**config.mk**
```make
export PLATFORM = sky130hd
export DESIGN_NAME = fsmn_route
export DESIGN_NICKNAME = d
export VERILOG_FILES = /design/src/rtl/fsmn_pkg.sv /design/src/rtl/fsmn_popcnt.sv /design/src/rtl/fsmn_route.sv
export SDC_FILE = /design/constraint.sdc
export NUM_CORES = 1
export LEC_CHECK = 0
export ABC_AREA = 1
export BUFFER_PORTS_ARGS = -buffer_cell sky130_fd_sc_hd__buf_4
export CELL_PAD_IN_SITES_DETAIL_PLACEMENT = 1
export CELL_PAD_IN_SITES_GLOBAL_PLACEMENT = 1
export CORE_AREA = 2 2 39 41
export DETAILED_ROUTE_END_ITERATION = 16
export DIE_AREA = 0 0 41 43
export GPL_TIMING_DRIVEN = 0
export PLACE_DENSITY_LB_ADDON = 0.1
export SYNTH_ARGS = -nofsm -noshare
export SYNTH_HDL_FRONTEND = slang
export SYNTH_HIERARCHICAL = 1
export SYNTH_SLANG_ARGS = --single-unit
```
**constraint.sdc**
```tcl
create_clock -name GCLK_Pad -period 2.4 [get_ports GCLK_Pad]
set_clock_uncertainty 0.1 [all_clocks]
set_input_delay 0.12 -clock GCLK_Pad [delete_from_list [all_inputs] [get_ports GCLK_Pad]]
set_output_delay 0.12 -clock GCLK_Pad [all_outputs]
set_load 0.03 [all_outputs]
```
**src/rtl/fsmn_pkg.sv**
```systemverilog
// Shared definitions for the fsmn_route up/down modulo counter.
// Holds the controller state type and the net-width helper.
package fsmn_pkg;

  typedef enum logic {
    ARMED = 1'b0,
    RUN   = 1'b1
  } ctrl_t;

  // Signed width able to hold popcount(inc) - popcount(dec) for nch channels.
  function automatic int net_width(input int nch);
    return $clog2(nch + 1) + 1;
  endfunction

endpackage

```
**src/rtl/fsmn_popcnt.sv**
```systemverilog
// Combinational population count of an N-bit vector.
module fsmn_popcnt #(
  parameter int unsigned N = 2
) (
  input  logic [N-1:0]             i_bits,
  output logic [$clog2(N+1)-1:0]   o_count
);

  localparam int CW = $clog2(N + 1);

  // Sum of set bits.
  always_comb begin
    o_count = '0;
    for (int unsigned i = 0; i < N; i++) begin
      o_count = o_count + CW'(i_bits[i]);
    end
  end

endmodule

```
**src/rtl/fsmn_route.sv**
```systemverilog
// Multi-channel up/down counter modulo NSTATES with an ARMED/RUN controller.
// Build option: define FSMN_SAT_EN to saturate at 0 / NSTATES-1 instead of wrapping.
module fsmn_route
  import fsmn_pkg::*;
#(
  parameter int NCH     = 2,
  parameter int SW      = 2,
  parameter int NSTATES = 4,
  parameter int INIT    = 0
) (
  input  logic           GCLK_Pad,
  input  logic           reset_n_Pad,
  input  logic [NCH-1:0] inc_Pad,
  input  logic [NCH-1:0] dec_Pad,
  input  logic           clr_Pad,
  output logic [SW-1:0]  state_obs_Pad,
  output logic           carry_Pad,
  output logic           borrow_Pad,
  output logic           run_obs_Pad
);

  localparam int NW   = net_width(NCH);
  localparam int PW   = NW - 1;
  // Two extra bits: one for NSTATES itself (up to 2^SW), one for sign.
  localparam int SUMW = ((SW > NW) ? SW : NW) + 2;
  localparam logic signed [SUMW-1:0] C_NST = SUMW'(NSTATES);
  localparam logic signed [SUMW-1:0] C_MAX = SUMW'(NSTATES - 1);

  if (NSTATES < 2 || NSTATES > (1 << SW) || NCH >= NSTATES) begin : g_bad_cfg
    $error("fsmn_route: need 2 <= NSTATES <= 2^SW and NCH < NSTATES");
  end
  if (INIT < 0 || INIT >= NSTATES) begin : g_bad_init
    $error("fsmn_route: INIT must be below NSTATES");
  end

  logic [PW-1:0]          w_pinc;
  logic [PW-1:0]          w_pdec;
  logic signed [NW-1:0]   w_net;
  logic signed [SUMW-1:0] w_sum;
  logic                   w_over;
  logic                   w_under;
  logic [SW-1:0]          w_state_next;

  ctrl_t         r_ctrl;
  logic [SW-1:0] r_state;
  logic          r_carry;
  logic          r_borrow;

  fsmn_popcnt #(.N(NCH)) u_pop_inc (.i_bits(inc_Pad), .o_count(w_pinc));
  fsmn_popcnt #(.N(NCH)) u_pop_dec (.i_bits(dec_Pad), .o_count(w_pdec));

  assign w_net   = $signed({1'b0, w_pinc}) - $signed({1'b0, w_pdec});
  assign w_sum   = $signed(SUMW'({1'b0, r_state})) + SUMW'(w_net);
  assign w_over  = (w_sum >= C_NST);
  assign w_under = w_sum[SUMW-1];

  // Next counter value; |net| < NSTATES so one correction step suffices.
  always_comb begin
    w_state_next = SW'(w_sum);
`ifdef FSMN_SAT_EN
    if (w_over)       w_state_next = SW'(C_MAX);
    else if (w_under) w_state_next = '0;
`else
    if (w_over)       w_state_next = SW'(w_sum - C_NST);
    else if (w_under) w_state_next = SW'(w_sum + C_NST);
`endif
  end

  // Controller and registered outputs.
  always_ff @(posedge GCLK_Pad or negedge reset_n_Pad) begin
    if (!reset_n_Pad) begin
      r_ctrl   <= ARMED;
      r_state  <= '0;
      r_carry  <= 1'b0;
      r_borrow <= 1'b0;
    end else begin
      case (r_ctrl)
        ARMED: begin
          r_carry  <= 1'b0;
          r_borrow <= 1'b0;
          if (clr_Pad) begin
            r_state <= SW'(INIT);
            r_ctrl  <= RUN;
          end
        end
        RUN: begin
          if (clr_Pad) begin
            r_state  <= SW'(INIT);
            r_carry  <= 1'b0;
            r_borrow <= 1'b0;
          end else begin
            r_state  <= w_state_next;
            r_carry  <= w_over;
            r_borrow <= w_under;
          end
        end
        default: begin
          r_ctrl   <= ARMED;
          r_carry  <= 1'b0;
          r_borrow <= 1'b0;
        end
      endcase
    end
  end

  assign state_obs_Pad = r_state;
  assign carry_Pad     = r_carry;
  assign borrow_Pad    = r_borrow;
  assign run_obs_Pad   = (r_ctrl == RUN);

endmodule

```
==> flow_summary_export.csv <==
group,metric,value,unit
grt,grt_pass1_vias,309,
place,dp.cells,65,
sta,relSlewSlack,86.7,%
synth,ys_seq_elements,5,
power,peakVddDrop,0.199,mV
floorplan,io_pins,12,
synth,synth_top_area_cell,"dfrtp_1",
detailed_routing,ant_nets,0,
clock_tree,worstSkewPairLatency,240,ps
synth,synth-async-reset-ratio,100,%
sta,hold_viol_final,0,
synth,yosys_warnings,6,
synth,ys.flop_type,"dfrtp_1",
hold_path,hold_path_class,"input port to register",
clock_tree,cts_tree,"done",
floorplan,die-width,41,um
synth,syn_area_per_cell,9.05,um^2
detailed_routing,drtIter0Drc,0,
sta,setup_viol,0,
outcome,outcome,"complete, no violations",
detailed_routing,routed_wl,675,um
grt,grt_pass1_wl,1200,um
detailed_routing,viasPerCell,4.04,
finish,area_delta_synth_final,40.4,%
finish,num-fill-cells,176,
grt,grtUsageTotal,9.72,%
floorplan,die-height,43,um
finish,fin_cells,70,
power,power,0.365,mW
synth,synth-edff-count,0,
finish,final_nets,69,
run,drv_cap,0,
detailed_routing,first_pass_iters,1,
critical_path,cpMostUsedCell,"inv_1",
sta,max_freq,0.532,GHz
finish,n_antenna_cell,0,
critical_path,slowest_stage,"fa_1",
sta,fin_crit_sh,78.3,%
grt,grt_max_degree,6,
detailed_routing,vias,283,
clock_tree,cts_buffers,3,
finish,design_area,483,um^2
critical_path,cp.required,2430,ps
place,hpwl,601,um
power,p_leak,0.280,nW
sta,rsz0062_at_grt,"false",
place,gp_congestion,0.707,
power,power.density,755,nW/um^2
synth,synthDistinctLibCells,11,
clock_tree,cts_max_level,1,
sta,fin_setup_tns,0,ps
clock_tree,clk_pin_slew,40,ps
synth,yosysSeqAreaShare,36.4,%
synth,syn_area,344,um^2
grt,grt_overflow_total,0,
critical_path,cp-start-kind,"input port",
place,placed_area,447,um^2
floorplan,num_rows,14,
clock_tree,cts.path.max_buffers,2,
place,port_buffers,11,
clock_tree,root_buffer,"clkbuf_4",
critical_path,arrival,1910,ps
critical_path,cp_slowest_stage_delay,480,ps
detailed_routing,post_drt_wl_per_cell,9.64,um
synth,postSynthCellCount,38,
clock_tree,postCtsSetupBuffers,0,
synth,synthTopCellsByArea,"dfrtp_1 (36%), ha_1 (18%), fa_1 (12%)",
floorplan,core-area,1380,um^2
critical_path,end_kind,"register",
clock_tree,cts_sinks,5,
finish,layout-drive-gt1-share,33.3,%
synth,yosys.area.top_type_share,36.4,%
grt,antenna_found_initial,0,
critical_path,critPathMaxFanout,2,
synth,synth_nets,52,
sta,layout_min_cycle_time,1880,ps
detailed_routing,route.detailed.drc,0,
sta,worstMarginPinSlew,200,ps
critical_path,path_cells,"buf_4 -> ha_1 -> inv_1 -> ha_1 -> inv_1 -> fa_1 -> fa_1 -> inv_1 -> nand2_1 -> nand3_2 -> nor2_2",
sta,slew_viol_final,0,
critical_path,path_buf_inv,4,
floorplan,die-area,1760,um^2
synth,synth_commonest_cells,"inv_1 (9), nand2_1 (9), dfrtp_1 (5), ha_1 (5)",
critical_path,path_delay_family,"adder cells",
critical_path,critPathKind,"input port to register",
floorplan,initial_core_util,24.9,%
sta,hold_ws,37.4,ps
[per-layer routing]
| layer | GRT usage, % | routed length, um | vias to the layer above |
|---|---|---|---|
| met4 | 4.00 | 0 | 0 |
| met2 | 17.2 | 412 | 9 |
| met5 | 0 | 0 | - |
| li1 | - | - | 144 |
| met3 | 0 | 32 | 0 |
| met1 | 11.6 | 230 | 130 |
[worst register-to-register path, delay by kind of cell (launching register included)]
family,cells,cell delay (ps)
simple gates,3,170
flops,1,400
fa+ha+maj,2,620
buf+inv,1,70
[per-stage QoR]
| step | utilization [%] | worst slack, ps |
|---|---|---|
| 6_report | 34.9 | 520 |
| 5_1_grt | 34.9 | 422 |
| 4_1_cts | 34.9 | 492 |
| 3_5_place_dp | 32.3 | 249 |
| 3_3_place_gp | 32.3 | 324 |
| 2_1_floorplan | - | 489 |
[final timing paths]
path                                       start                to  slack [ps]  depth (start not counted)
worst max register to register  state_obs_Pad[0]         carry_Pad         920                          6
worst min-delay path                     clr_Pad       run_obs_Pad          40                          3
max in group asynchronous            reset_n_Pad         carry_Pad        1970                          2
worst min register to register       run_obs_Pad       run_obs_Pad         440                          2
worst max-delay path                  inc_Pad[0]         carry_Pad         520                         11
min in group asynchronous            reset_n_Pad  state_obs_Pad[0]         120                          2
[layout by cell type, fill, tap and decap left out]
| cell type | Yosys | layout |
|---|---|---|
| nor2_4 | 1 | 1 |
| buf_4 | 0 | 11 |
| dlygate4sd3_1 | 0 | 1 |
| inv_2 | 1 | 1 |
| dfrtp_1 | 5 | 5 |
| nor2_1 | 2 | 2 |
| nor2_2 | 1 | 1 |
| inv_1 | 9 | 9 |
| fa_1 | 2 | 2 |
| clkbuf_4 | 0 | 3 |
| nand3_1 | 2 | 2 |
| nand3_2 | 1 | 1 |
| clkbuf_1 | 0 | 1 |
| ha_1 | 5 | 5 |
| nand2_1 | 9 | 9 |
[flip-flops by register name (all words and copies together), names as in the netlist]
name,cells
carry_Pad,1
borrow_Pad,1
run_obs_Pad,1
state_obs_Pad,2
[logic make-up (layout without fill, tap and decap cells)]
group,Yosys count,count (layout),share of synthesized area (%)
simple gates,16,16,22.9
buf+inv,10,26,10.9
fa+ha+maj,7,7,29.8
flops,5,5,36.4
[area by class of cell]
class	instances	area, um^2	area share [%]
multi-input combinational	23	181	37.6
timing repair buffer	12	92.6	19.2
sequential	5	125	25.9
clock buffer	4	26.3	5.44
inverter	10	37.5	7.77
tap	16	20.0	4.15
[power breakdown]
part,internal (mW),leakage [nW],switching (mW)
logic,0.0630,0.204,0.0880
registers,0.101,0.0613,0.0178
clock network,0.0627,0.0150,0.0320
total,0.227,0.280,0.138
[timing repair]
action	4_1_cts	5_1_grt
gates resized for setup	0	0
hold endpoints to repair	5	0
hold buffers	1	0
Power figures use the tool's default switching activity.
